`src/rtl/int_pkg.sv`:
```
// Shared definitions for the interrupt controller: vector index width,
// the reserved reset vector and the handshake FSM state type.
package int_pkg;

  localparam int unsigned INT_IDX_W = 6;
  localparam logic [INT_IDX_W-1:0] RESET_VEC_IDX = 6'd63;

  typedef enum logic [1:0] {
    ST_IDLE = 2'd0,
    ST_REQ  = 2'd1,
    ST_ACK  = 2'd2
  } int_state_e;

endpackage

```
`src/rtl/interrupt_controller_if.sv`:
```
// Source-flag / CPU handshake bundle of the interrupt controller.
interface interrupt_controller_if #(
  parameter int unsigned NUM_SRC = 8
);
  import int_pkg::*;

  logic [NUM_SRC-1:0]   INT;
  logic [NUM_SRC-1:0]   IE;
  logic                 GIE;
  logic                 INTACK;
  logic                 REQ;
  logic [INT_IDX_W-1:0] IntAddr;
  logic [NUM_SRC-1:0]   CLR;
  logic                 BUSY;

  modport master (
    output INT, IE, GIE, INTACK,
    input  REQ, IntAddr, CLR, BUSY
  );

  modport slave (
    input  INT, IE, GIE, INTACK,
    output REQ, IntAddr, CLR, BUSY
  );

endinterface

```
`src/rtl/int_prio_enc.sv`:
```
// Combinational highest-set-bit encoder; the highest index wins.
module int_prio_enc
  import int_pkg::*;
#(
  parameter int unsigned NUM_SRC = 8
) (
  input  logic [NUM_SRC-1:0]   req_vec,
  output logic                 valid,
  output logic [INT_IDX_W-1:0] idx
);

  always_comb begin
    valid = 1'b0;
    idx   = '0;
    for (int unsigned i = 0; i < NUM_SRC; i++) begin
      if (req_vec[i]) begin
        valid = 1'b1;
        idx   = INT_IDX_W'(i);
      end
    end
  end

endmodule

```
`src/rtl/interrupt_controller.sv`:
```
// Interrupt controller: per-source edge/level capture, enables, NMI bypass,
// priority select and a registered REQ/INTACK handshake with one-cycle CLR.
module interrupt_controller
  import int_pkg::*;
#(
  parameter int unsigned          NUM_SRC    = 8,
  parameter logic [INT_IDX_W-1:0] BASE_INDEX = 6'd32,
  parameter logic [NUM_SRC-1:0]   EDGE_MASK  = '0,
  parameter logic [NUM_SRC-1:0]   NMI_MASK   = '0
) (
  input logic                   MCLK,
  input logic                   reset,
  interrupt_controller_if.slave bus
);

  logic [NUM_SRC-1:0]   r_int_d;
  logic [NUM_SRC-1:0]   r_pend_edge;
  logic [NUM_SRC-1:0]   w_rise;
  logic [NUM_SRC-1:0]   w_pend;
  logic [NUM_SRC-1:0]   w_elig;
  logic                 w_win_valid;
  logic [INT_IDX_W-1:0] w_win_idx;
  logic [INT_IDX_W-1:0] w_ack_idx;

  int_state_e           r_state;
  int_state_e           w_state_nxt;
  logic [INT_IDX_W-1:0] r_int_addr;
  logic [INT_IDX_W-1:0] w_addr_nxt;
  logic [NUM_SRC-1:0]   r_clr;
  logic [NUM_SRC-1:0]   w_clr_nxt;
  logic                 r_req;
  logic                 r_busy;

  assign w_rise = bus.INT & ~r_int_d;
  assign w_pend = (EDGE_MASK & r_pend_edge) | (~EDGE_MASK & bus.INT);
  assign w_elig = w_pend & bus.IE & ({NUM_SRC{bus.GIE}} | NMI_MASK);

  // r_clr is high exactly during ACK, so it clears the edge flag at the end
  // of that cycle; a new rising edge in the same cycle re-sets it.
  always_ff @(posedge MCLK) begin
    if (reset) begin
      r_int_d     <= '0;
      r_pend_edge <= '0;
    end else begin
      r_int_d     <= bus.INT;
      r_pend_edge <= EDGE_MASK & ((r_pend_edge & ~r_clr) | w_rise);
    end
  end

  int_prio_enc #(
    .NUM_SRC (NUM_SRC)
  ) u_prio (
    .req_vec (w_elig),
    .valid   (w_win_valid),
    .idx     (w_win_idx)
  );

  assign w_ack_idx = r_int_addr - BASE_INDEX;

  always_comb begin
    w_state_nxt = r_state;
    w_addr_nxt  = r_int_addr;
    w_clr_nxt   = '0;
    unique case (r_state)
      ST_IDLE: begin
        if (w_win_valid) begin
          w_state_nxt = ST_REQ;
          w_addr_nxt  = BASE_INDEX + w_win_idx;
        end
      end
      ST_REQ: begin
        if (bus.INTACK) begin
          w_state_nxt = ST_ACK;
          w_clr_nxt   = NUM_SRC'(1) << w_ack_idx;
        end else if (w_win_valid) begin
          w_addr_nxt  = BASE_INDEX + w_win_idx;
        end else begin
          w_state_nxt = ST_IDLE;
        end
      end
      ST_ACK:  w_state_nxt = ST_IDLE;
      default: w_state_nxt = ST_IDLE;
    endcase
  end

  always_ff @(posedge MCLK) begin
    if (reset) begin
      r_state    <= ST_IDLE;
      r_int_addr <= '0;
      r_clr      <= '0;
      r_req      <= 1'b0;
      r_busy     <= 1'b0;
    end else begin
      r_state    <= w_state_nxt;
      r_int_addr <= w_addr_nxt;
      r_clr      <= w_clr_nxt;
      r_req      <= (w_state_nxt == ST_REQ);
      r_busy     <= (w_state_nxt == ST_ACK);
    end
  end

  assign bus.REQ     = r_req;
  assign bus.IntAddr = r_int_addr;
  assign bus.CLR     = r_clr;
  assign bus.BUSY    = r_busy;

endmodule
```
`src/flat_wrapper.sv`:
```
// flat-port wrapper written by rule: the top's interface ports become plain ports
module interrupt_controller_flat import int_pkg::*;
#(
  parameter int unsigned          NUM_SRC    = 8,
  parameter logic [INT_IDX_W-1:0] BASE_INDEX = 6'd32,
  parameter logic [NUM_SRC-1:0]   EDGE_MASK  = '0,
  parameter logic [NUM_SRC-1:0]   NMI_MASK   = '0
)
  (MCLK, reset, bus_INT, bus_IE, bus_GIE, bus_INTACK, bus_REQ, bus_IntAddr, bus_CLR, bus_BUSY);
  interrupt_controller_if #(.NUM_SRC(NUM_SRC)) bus_i ();
  input logic MCLK;
  input logic reset;
  input wire logic [$bits(bus_i.INT)-1:0] bus_INT;
  input wire logic [$bits(bus_i.IE)-1:0] bus_IE;
  input wire logic [$bits(bus_i.GIE)-1:0] bus_GIE;
  input wire logic [$bits(bus_i.INTACK)-1:0] bus_INTACK;
  output wire logic [$bits(bus_i.REQ)-1:0] bus_REQ;
  output wire logic [$bits(bus_i.IntAddr)-1:0] bus_IntAddr;
  output wire logic [$bits(bus_i.CLR)-1:0] bus_CLR;
  output wire logic [$bits(bus_i.BUSY)-1:0] bus_BUSY;
  assign bus_i.INT = bus_INT;
  assign bus_i.IE = bus_IE;
  assign bus_i.GIE = bus_GIE;
  assign bus_i.INTACK = bus_INTACK;
  assign bus_REQ = bus_i.REQ;
  assign bus_IntAddr = bus_i.IntAddr;
  assign bus_CLR = bus_i.CLR;
  assign bus_BUSY = bus_i.BUSY;
  interrupt_controller #(.NUM_SRC(NUM_SRC), .BASE_INDEX(BASE_INDEX), .EDGE_MASK(EDGE_MASK), .NMI_MASK(NMI_MASK)) u_core (.MCLK(MCLK), .reset(reset), .bus(bus_i));
endmodule
```
`config.mk`:
```
export PLATFORM = sky130hd
export DESIGN_NAME = interrupt_controller_flat
export DESIGN_NICKNAME = d
export VERILOG_FILES = /design/src/rtl/int_pkg.sv /design/src/rtl/interrupt_controller_if.sv /design/src/rtl/int_prio_enc.sv /design/src/rtl/interrupt_controller.sv /design/src/flat_wrapper.sv
export SDC_FILE = /design/constraint.sdc
export NUM_CORES = 1
export LEC_CHECK = 0
export CAP_MARGIN = 0
export CORE_MARGIN = 1
export CORE_UTILIZATION = 33
export DETAILED_ROUTE_END_ITERATION = 10
export PLACE_DENSITY = 0.72
export SLEW_MARGIN = 25
export SYNTH_ARGS = -nofsm -noshare
export SYNTH_HDL_FRONTEND = slang
export SYNTH_SLANG_ARGS = --single-unit
```
`constraint.sdc`:
```
create_clock -name MCLK -period 1.2 [get_ports MCLK]
set_clock_uncertainty 0.05 [all_clocks]
set_input_delay 0.24 -clock MCLK [delete_from_list [all_inputs] [get_ports MCLK]]
set_output_delay 0.24 -clock MCLK [all_outputs]
set_load 0.05 [all_outputs]
```
# Yosys cells after proc, flatten, opt, wreduce, memory -nomap -nowiden
# Cells that the tools add are included.
word_totals:
  reg_bits: 18
  wordCells: 42
  in_bits: 20
classes:
  shift: 1
  muxes: 22
  n_addsub: 2
  bitwise_logic: 4
  n_reduce_logical: 4
  n_eq_ne: 4
op_table:
  columns: ["operator", "count"]
  rows:
  - ["$mux 6", 8]
  - ["$and 8x8->8", 2]
  - ["$pmux 6 s2", 1]
  - ["$mux 1", 9]
  - ["$shl 1x6->8 const A", 1]
  - ["$add 6x6->6 const A", 1]
  - ["$mux 2", 3]
  - ["$sub 6x6->6 const B", 1]
  - ["$eq 2x1->1 const B", 2]
  - ["$pmux 2 s2", 1]
  - ["$reduce_or 3->1", 1]
  - ["$eq 2x2->1 const B", 1]
  - ["$logic_not 2->1", 1]
  - ["$ne 2x2->1 const B", 1]
  - ["$not 1->1", 2]
  - ["$reduce_and 2->1", 1]
  - ["$reduce_bool 2->1", 1]

# Logic depth before layout (Yosys ltp)
# Gate-level depths: netlist (run 1).
depth:
  word_depth: 14
  depth_mapped: 4

# By module
# A second synthesis (run 1) with hierarchy kept.
unflattened:
  cells_unflattened: 82
  hier_area_um2: 783.3
by_module_without_submodules:
  columns: ["module", "cells_per_inst", "instances", "area_per_inst_um2"]
  rows:
  - ["interrupt_controller", 66, 1, 699.4]
  - ["int_prio_enc", 16, 1, 83.8]

# Worst setup path before layout (run 1)
# No wires, ideal clock.
synth_path:
  kind: "reg2reg"
  startpoint: "reg u_core.r_int_addr[5], in the netlist u_core.bus.IntAddr[5]"
  endpoint: "reg u_core.r_clr[2], in the netlist u_core.bus.CLR[2]"
  setup_slack_ns: -0.083
  t_arrival_ns: 1.166
  stages_incl_launch_ff: 3
  path_buffers: 0
  period_less_slack_ns: 1.283
  path_cell_list: "dfxtp_1 -> or3b_1 -> nor2_1"
synth_via:
  elab_chain_cells: 2
synth_lines:
  columns: ["element", "line_no", "rtl"]
  rows:
  - ["start, declared", "interrupt_controller.sv:27", "logic [INT_IDX_W-1:0] r_int_addr;"]
  - ["start signal, assigned", "interrupt_controller.sv:95", "r_int_addr <= w_addr_nxt;"]
  - ["$sub 6x6->6", "interrupt_controller.sv:58", "assign w_ack_idx = r_int_addr - BASE_INDEX;"]
  - ["$shl 1x6->8", "interrupt_controller.sv:74", "w_clr_nxt = NUM_SRC'(1) << w_ack_idx;"]
  - ["end signal, assigned", "interrupt_controller.sv:96", "r_clr <= w_clr_nxt;"]
  - ["end, declared", "interrupt_controller.sv:29", "logic [NUM_SRC-1:0] r_clr;"]
# Every way passes these cells.
# A chain may end at the register's enable or synchronous reset.

# Final worst setup path (run 1)
layout_path:
  startpoint: "in bus_INTACK"
  endpoint: "reg u_core.r_clr[3], in the netlist u_core.bus.CLR[3]"
layout_via:
  elab_chain_cells: 2
layout_lines:
  columns: ["element", "line_no", "rtl"]
  rows:
  - ["start, declared", "flat_wrapper.sv:16", "input wire logic [$bits(bus_i.INTACK)-1:0] bus_INTACK;"]
  - ["$not 1->1 (no line)", null, null]
  - ["$reduce_or 3->1 (no line)", null, null]
# Every way passes these cells.

==> results.sh, run 1 <==
export IMPL_ir_worst_vdd_mv=0.508
export IMPL_pwr_share_seq=0.479
export IMPL_cts_buffers=3
export IMPL_grt_ovfl_total=0
export IMPL_gr_usage_met3=0.0269
export IMPL_hold_buffers=0
export IMPL_synth_mux_area_frac=0
export IMPL_p_per_area_nw_per_um2=1000
export IMPL_clock_latency_ns=0.28
export IMPL_drtIter0Drc=2
export IMPL_first_pass_iters=2
export IMPL_yosys_area_share_simple=0.276
export IMPL_start_util=0.369
export IMPL_cellInternalPower_uw=883
export IMPL_via_count=634
export IMPL_n_antenna_cell=0
export IMPL_fin_crit_ns=1.15
export IMPL_synth_adder_area_share=0
export IMPL_place_hpwl_microns=1260
export IMPL_die_h_microns=46.9
export IMPL_power_switching_uw=332
export IMPL_path_clk_slew_ns=0.08
export IMPL_synth_avg_cell_area_sq_um=9.93
export IMPL_grt_pass1_vias=610
export IMPL_nets=127
export IMPL_drive_gt1_frac=0.368
export IMPL_ys_types=26
export IMPL_routabilityCongestion=0.780
export IMPL_cp_required_ns=1.35
export IMPL_arrival_ns=1.30
export IMPL_die_x_microns=46.9
export IMPL_grt_max_degree=10
export IMPL_antenna_found_initial=0
export IMPL_clock_root_buffer="clkbuf_4"
export IMPL_grt_pass1_wl_microns=2420
export IMPL_finalNonFillerCells=131
export IMPL_dieArea_sq_um=2200
export IMPL_pwr_share_clk=0.281
export IMPL_synthesis_area_sq_um=666
export IMPL_synth_top_family_by_area="simple AND/OR/NAND/NOR gates"
export IMPL_htreeDepth=1
export IMPL_finalSetupViolCount=0
export IMPL_fillerInstances=158
export IMPL_coreArea_sq_um=1800
export IMPL_clock_sinks=16
export IMPL_clock_fmax_ghz=0.869
export IMPL_drc_errors=0
export IMPL_combPwrFrac=0.240
export IMPL_dp_cells=126
export IMPL_ys_warn_count=0
export IMPL_cts_tree="yes"
export IMPL_hold_viol=0
export IMPL_syn_to_final_growth_pct=82.3
export IMPL_finalMaxSlewViolations=0
export IMPL_syn_inst=67
export IMPL_cp_end_kind="flip-flop"
export IMPL_ys_seq_elements=16
export IMPL_busiest_layer="met2"
export IMPL_avgViaCountPerCell=4.84
export IMPL_final_area_sq_um=1210
export IMPL_portBuffers=33
export IMPL_worst_path_max_fanout=4
export IMPL_synth_compound_area_frac=0.197
export IMPL_final_util=0.674
export IMPL_critPathKind="in -> reg"
export IMPL_leakage_nw=0.494
export IMPL_hp_class="in -> reg"
export IMPL_maxCapViolations=0
export IMPL_power_share_switching=0.274
export IMPL_synthXorXnorAreaFrac=0
export IMPL_ant_nets=0
export IMPL_wire_per_inst_microns=11.0
export IMPL_outcome="finished clean"
export IMPL_use_met1=0.154
export IMPL_io_pin_count=36
export IMPL_ys_seq_area_frac=0.481
export IMPL_wl_microns=1440
export IMPL_finalCritPeriodShare=0.959
export IMPL_start_kind="primary input"
export IMPL_clockBufferDepth=2
export IMPL_met2_usage=0.308
export IMPL_grtUsageTotal=0.158
export IMPL_rows=15
export IMPL_finalSetupTns_ns=0
export IMPL_placed_cell_area_sq_um=1170
-- worst paths after layout --
check	from	depth (start not counted)	slack (ns)	endpoint
setup / recovery	bus_INTACK	5	0.05	u_core.bus.CLR[3]
hold / removal	bus_IE[7]	3	0.38	u_core.bus.IntAddr[0]
setup reg to reg	u_core.r_state[1]	3	0.13	u_core.bus.IntAddr[1]
hold reg to reg	u_core.r_state[0]	2	0.44	u_core.bus.BUSY
-- per-layer routing --
metal  vias up  share of wire
li1        320              -
met1       281           0.35
met2        31           0.57
met3         2          0.064
met4         0          0.017
met5         -              0
-- cell families after synthesis --
| logic type | after synthesis |
|---|---|
| AOI/OAI and AO/OA | 14 |
| buffers and inverters | 3 |
| and+or+nand+nor | 33 |
| DFF | 16 |
| other | 1 |
-- layout by cell type (no fill, tap or decap), drive strengths merged --
| cell type | instances |
|---|---|
| a21oi | 4 |
| a22o | 1 |
| a22oi | 3 |
| a311oi | 1 |
| a32oi | 1 |
| and2b | 1 |
| and3b | 1 |
| and4b | 1 |
| buf | 18 |
| clkbuf | 4 |
| clkdlybuf4s15 | 2 |
| clkdlybuf4s50 | 3 |
| conb | 2 |
| dfxtp | 16 |
| dlygate4sd2 | 14 |
| nand2 | 8 |
| nand2b | 2 |
| nand3 | 1 |
| nand3b | 2 |
| nand4 | 1 |
| nand4b | 1 |
| nor2 | 8 |
| nor3 | 6 |
| o21ai | 3 |
| o32ai | 1 |
| or3b | 1 |
-- critical path, stage by stage --
cell and delay (ns):
clkdlybuf4s50_1 0.47, nand2_2 0.08, nor3_2 0.21, nand2_1 0.14, nor3_1 0.15
-- state kept, by name (all words and copies together), names as in the netlist --
name,cells
u_core.bus.CLR,8
u_core.bus.BUSY,1
u_core.bus.IntAddr,4
u_core.r_state,2
u_core.bus.REQ,1
-- final cells by class --
cell class              instances  area [sq um]  share of cell area
repair buffers                 37           483               0.398
well taps                      25          31.3              0.0258
multi-input cells              49           338               0.278
clock buffers                   4          36.3              0.0299
flip-flops and latches         16           325               0.268
-- through the flow --
step | worst slack [ns] | power (mW) | hold slack [ns]
5_1_grt | -0.00402 | 1.27 | 0.398
3_5_place_dp | -0.461 | 0.896 | 0.431
4_1_cts | 0.0150 | 1.22 | 0.375
6_report | 0.0496 | 1.21 | 0.383
3_3_place_gp | -0.416 | 0.889 | 0.425
2_1_floorplan | 0.0315 | 0.732 | 0.342
-- cell usage after synthesis --
library cell / instances / area share
dfxtp_1: 16 / 0.48
nand2_1: 8 / 0.045
nor2_1: 7 / 0.039
nor3_1: 5 / 0.038
a21oi_1: 4 / 0.030
o21ai_0: 3 / 0.023
a22oi_4: 2 / 0.064
buf_4: 2 / 0.023
nand2b_1: 2 / 0.019
nand3b_1: 2 / 0.023
a22o_1: 1 / 0.013
a22oi_2: 1 / 0.019
a311oi_2: 1 / 0.023
a32oi_1: 1 / 0.013
and2b_2: 1 / 0.013
and3b_2: 1 / 0.015
and4b_2: 1 / 0.017
buf_6: 1 / 0.017
conb_1: 1 / 0.0056
nand3_1: 1 / 0.0075
nand4_1: 1 / 0.0094
nand4b_1: 1 / 0.013
nor2_2: 1 / 0.0094
nor3_2: 1 / 0.015
o32ai_1: 1 / 0.013
or3b_1: 1 / 0.013
-- timing repair --
item                       4_1_cts  5_1_grt
setup buffers                    0        1
hold endpoints to repair         0        0
resized for setup               19        6
setup endpoints to repair        8        6
pin swaps                        6        5
-- power groups by stage --
stage	registers [mW]	clock network (mW)	logic [mW]
detailed placement	0.591	0	0.305
floorplan	0.631	0	0.101
finish	0.582	0.341	0.291
CTS	0.580	0.352	0.289
global placement	0.589	0	0.300
global route	0.586	0.373	0.311
No activity file was read; power rests on OpenSTA's default activity.
==> inputs of run 2 (changes only) <==
Settings changed: REMOVE_ABC_BUFFERS from default to 1.
==> results.sh, run 2 (same netlist as run 1, synthesis figures left out) <==
export IMPL_r2r_cells=3
export IMPL_n_antenna_cell=0
export IMPL_layout_common_cells="buf_12 (14), dfxtp_1 (13), dlygate4sd2_1 (9)"
export IMPL_crit_slowest_cell="and4b_2"
export IMPL_rows=15
export IMPL_htreeDepth=1
export IMPL_whs_path_depth=3
export IMPL_io_pin_count=36
export IMPL_final_util=0.688
export IMPL_grt_max_degree=10
export IMPL_ant_nets=0
export IMPL_critPathKind="in -> reg"
export IMPL_finalMaxSlewViolations=0
export IMPL_coreArea_sq_um=1800
export IMPL_hold_viol=0
export IMPL_maxCapViolations=0
export IMPL_ir_worst_vdd_mv=0.503
export IMPL_pwr_share_clk=0.277
export IMPL_combPwrFrac=0.249
export IMPL_clock_latency_ns=0.28
export IMPL_hold_end="u_core.bus.IntAddr[1]"
export IMPL_power_switching_uw=332
export IMPL_avgViaCountPerCell=4.91
export IMPL_drtIter0Drc=6
export IMPL_die_x_microns=46.9
export IMPL_drive_gt1_frac=0.355
export IMPL_rr_startpoint="u_core.r_state[1]"
export IMPL_dieArea_sq_um=2200
export IMPL_syn_to_final_growth_pct=86.3
export IMPL_fin_crit_ns=1.17
export IMPL_via_count=648
export IMPL_path_clk_slew_ns=0.09
export IMPL_cts_tree="yes"
export IMPL_cp_end_kind="flip-flop"
export IMPL_place_hpwl_microns=1200
export IMPL_wl_microns=1440
export IMPL_arrival_ns=1.31
export IMPL_antenna_found_initial=0
export IMPL_clock_fmax_ghz=0.857
export IMPL_grt_pass1_vias=631
export IMPL_first_pass_iters=4
export IMPL_wire_per_inst_microns=10.9
export IMPL_p_per_area_nw_per_um2=986
export IMPL_finalSetupViolCount=0
export IMPL_drc_errors=0
export IMPL_leakage_nw=0.535
export IMPL_grt_pass1_wl_microns=2410
export IMPL_largest_reg_flops=8
export IMPL_r2r_end="u_core.bus.IntAddr[0]"
export IMPL_hold_buffers=0
export IMPL_grt_ovfl_total=0
export IMPL_clock_root_buffer="clkbuf_4"
export IMPL_start_kind="primary input"
export IMPL_clockBufferDepth=2
export IMPL_cts_buffers=3
export IMPL_cp_required_ns=1.34
export IMPL_grtUsageTotal=0.151
export IMPL_finalSetupTns_ns=0
export IMPL_outcome="finished clean"
export IMPL_finalCritPeriodShare=0.973
export IMPL_clock_sinks=16
export IMPL_worstPathCellList="dlygate4sd2_1, a22o_1, and4b_2, nor2_4, a311oi_2"
export IMPL_pwr_share_seq=0.474
export IMPL_fillerInstances=150
export IMPL_final_common_cell="buf_12"
export IMPL_hp_class="in -> reg"
export IMPL_max_stage_delay_ns=0.34
export IMPL_r2r_slack_ns=0.09
export IMPL_die_h_microns=46.9
export IMPL_worstHoldStart="bus_GIE"
export IMPL_portBuffers=33
export IMPL_finalPower_mw=1.22
export IMPL_start_util=0.369
export IMPL_power_share_switching=0.272
export IMPL_routabilityCongestion=0.835
export IMPL_cellInternalPower_uw=890
export IMPL_nets=128
export IMPL_worst_path_max_fanout=3
[run 2: cell count changes in the layout (fill, tap and decap cells not counted), moves of 2 or more]
cell             delta
dlygate4sd2_1       -5
dlymetal6s2s_1      +4
clkdlybuf4s15_1     +3
clkdlybuf4s50_1     -2
[run 2: routing by layer]
metal	GRT usage	vias up	wire length (microns)
met1	0.153	294	514
met3	0.0231	0	98
met5	0	-	0
met2	0.314	31	826
met4	0.0343	0	0
li1	-	323	-
[run 2: area by class of cell]
type,instances,area [sq um],share of cell area
flip-flops and latches,16,324,0.261
clock buffers,4,36.3,0.0293
well taps,25,31.3,0.0252
repair buffers,38,507,0.409
multi-input cells,49,342,0.275
[run 2: worst max-delay path, delay by kind of cell]
family | cells | cell delay (ns)
AO/OA/AOI/OAI | 2 | 0.42
buffers and inverters | 1 | 0.25
AND/OR/NAND/NOR | 2 | 0.40
[run 2: worst max path at each step]
stage,from,slack (ns),end
floorplan,u_core.bus.IntAddr[5],-0.08,u_core.bus.CLR[2]
global placement,bus_INT[4],-0.41,u_core.bus.IntAddr[0]
detailed placement,bus_INT[4],-0.45,u_core.bus.IntAddr[0]
CTS,bus_INT[0],-0.02,u_core.bus.IntAddr[0]
global route,u_core.r_state[1],-0.01,u_core.bus.IntAddr[2]
finish,bus_IE[5],0.03,u_core.bus.IntAddr[0]
[run 2: power by group through the flow]
stage | Sequential, mW | Clock, mW | Combinational, mW
after CTS | 0.572 | 0.343 | 0.305
after global placement | 0.583 | 0 | 0.317
after detailed placement | 0.584 | 0 | 0.321
after floorplan | 0.630 | 0 | 0.0894
after global routing | 0.584 | 0.370 | 0.324
final | 0.580 | 0.339 | 0.304
[run 2: through the flow]
step / cell area, sq um / worst slack [ns] / cells / hold slack [ns]
global placement: 1190 / -0.408 / 129 / 0.429
global route: 1240 / -0.0126 / 132 / 0.234
CTS: 1210 / -0.0166 / 133 / 0.388
detailed placement: 1190 / -0.454 / 129 / 0.429
floorplan: 643 / -0.0830 / 65 / 0.258
finish: 1240 / 0.0327 / 132 / 0.231
[run 2: repair_timing]
item	4_1_cts	5_1_grt
resized for setup	15	16
pin swaps	4	9
setup endpoints to repair	8	9
setup buffers	0	0
==> inputs of run 3 (changes only) <==
Settings changed: CORE_UTILIZATION 33 to 37, PLACE_DENSITY 0.72 to 0.77.
Clock period 1.2 ns to 1.25 ns, I/O delays scaled along.
==> results.sh, run 3 (same netlist as run 1, synthesis figures left out) <==
export IMPL_drive_gt1_frac=0.349
export IMPL_avgViaCountPerCell=4.78
export IMPL_coreArea_sq_um=1590
export IMPL_pwr_share_seq=0.475
export IMPL_crit_top_cell="nor3_2"
export IMPL_cts_buffers=3
export IMPL_first_pass_iters=4
export IMPL_hold_viol=0
export IMPL_worst_path_max_fanout=4
export IMPL_ir_worst_vdd_mv=0.614
export IMPL_via_count=621
export IMPL_arrival_ns=1.36
export IMPL_hold_buffers=0
export IMPL_die_h_microns=44.4
export IMPL_clock_latency_ns=0.28
export IMPL_ant_nets=0
export IMPL_finalCritPeriodShare=0.967
export IMPL_cts_tree="yes"
export IMPL_cp_required_ns=1.41
export IMPL_wire_per_inst_microns=12.0
export IMPL_p_per_area_nw_per_um2=965
export IMPL_fin_ws_ns=0.0419
export IMPL_fin_crit_ns=1.21
export IMPL_grt_ovfl_total=0
export IMPL_antenna_found_initial=0
export IMPL_io_pin_count=36
export IMPL_drc_errors=0
export IMPL_outcome="finished clean"
export IMPL_routabilityCongestion=0.743
export IMPL_cp_end_kind="flip-flop"
export IMPL_nets=127
export IMPL_grtUsageTotal=0.179
export IMPL_final_util=0.763
export IMPL_critPathKind="in -> reg"
export IMPL_multiInputGateArea_sq_um=335
export IMPL_clockBufferDepth=2
export IMPL_final_common_cell="buf_12"
export IMPL_rows=14
export IMPL_cellInternalPower_uw=849
export IMPL_dieArea_sq_um=1970
export IMPL_fillerInstances=112
export IMPL_clock_sinks=16
export IMPL_cp_top_family="simple AND/OR/NAND/NOR gates"
export IMPL_start_kind="primary input"
export IMPL_leakage_nw=0.507
export IMPL_crit_slowest_cell="clkdlybuf4s50_1"
export IMPL_start_util=0.418
export IMPL_hp_class="in -> reg"
export IMPL_finalSetupTns_ns=0
export IMPL_die_x_microns=44.4
export IMPL_dp_cells=125
export IMPL_clock_root_buffer="clkbuf_4"
export IMPL_wl_microns=1560
export IMPL_path_clk_slew_ns=0.09
export IMPL_portBuffers=33
export IMPL_clock_fmax_ghz=0.828
export IMPL_grt_pass1_wl_microns=2470
export IMPL_layout_common_cells="buf_12 (14), dfxtp_1 (13), dlygate4sd2_1 (12)"
export IMPL_power_share_switching=0.277
export IMPL_maxCapViolations=0
export IMPL_grt_pass1_vias=582
export IMPL_place_ws_ns=-0.410
export IMPL_combPwrFrac=0.240
export IMPL_worstPathCellList="clkdlybuf4s50_1, nand2_2, nor3_2, nand2_1, nor3_2"
export IMPL_largest_reg_flops=8
export IMPL_drtIter0Drc=7
export IMPL_pwr_share_clk=0.285
export IMPL_grt_max_degree=10
export IMPL_n_antenna_cell=0
export IMPL_max_stage_delay_ns=0.49
export IMPL_place_hpwl_microns=1210
export IMPL_syn_to_final_growth_pct=82.7
export IMPL_finalNonFillerCells=130
export IMPL_finalMaxSlewViolations=0
export IMPL_seq_area_sq_um=324
export IMPL_power_switching_uw=325
export IMPL_finalPower_mw=1.17
export IMPL_critPathBufInv=1
export IMPL_htreeDepth=1
export IMPL_finalSetupViolCount=0
[run 3: cell count changes in the layout (fill, tap and decap cells not counted), sizes merged]
cell	previous run	this run
clkdlybuf4s15	5	0
clkdlybuf4s50	1	5
dlygate4sd2	9	12
dlymetal6s2s	4	2
buf	19	18
[run 3: final cells by class]
class                      count  area share
clock buffer                   4      0.0298
multi-input combinational     49       0.276
sequential                    16       0.266
timing repair buffer          37       0.403
tap                           24      0.0247
[run 3: final timing paths]
kind | from | to | slack, ns | cells past startpoint
hold reg to reg | u_core.r_state[0] | u_core.bus.BUSY | 0.44 | 2
setup reg to reg | u_core.r_state[1] | u_core.bus.IntAddr[0] | 0.18 | 3
hold / removal | bus_INT[7] | u_core.bus.IntAddr[0] | 0.39 | 3
setup / recovery | bus_INTACK | u_core.bus.CLR[3] | 0.04 | 5
[run 3: stage by stage]
step | hold WS [ns] | instance area [sq um]
2_1_floorplan | 0.268 | 643
3_3_place_gp | 0.426 | 1170
3_5_place_dp | 0.430 | 1170
4_1_cts | 0.400 | 1190
5_1_grt | 0.414 | 1220
6_report | 0.394 | 1220
[run 3: timing repair]
item,CTS,global route
setup buffers,0,1
gates resized for setup,14,6
pin swaps,4,3
endpoints found under the setup margin,7,5
[run 3: power by group through the flow]
stage / logic, mW / clock network [mW] / registers, mW
after global placement: 0.287 / 0 / 0.564
after global routing: 0.300 / 0.365 / 0.561
after CTS: 0.280 / 0.336 / 0.555
after floorplan: 0.0859 / 0 / 0.605
after detailed placement: 0.292 / 0 / 0.565
final: 0.281 / 0.334 / 0.558
[run 3: worst min-delay path: stages]
cell and delay [ns]:
dlygate4sd2_1 0.26, nand2_1 0.09, a311oi_2 0.09
[run 3: metal layers]
| layer | wire (microns) | up-vias | GRT usage |
|---|---|---|---|
| li1 | - | 318 | - |
| met3 | 107 | 0 | 0.0531 |
| met4 | 0 | 0 | 0.0727 |
| met2 | 880 | 34 | 0.335 |
| met1 | 574 | 269 | 0.183 |
| met5 | 0 | - | 0 |
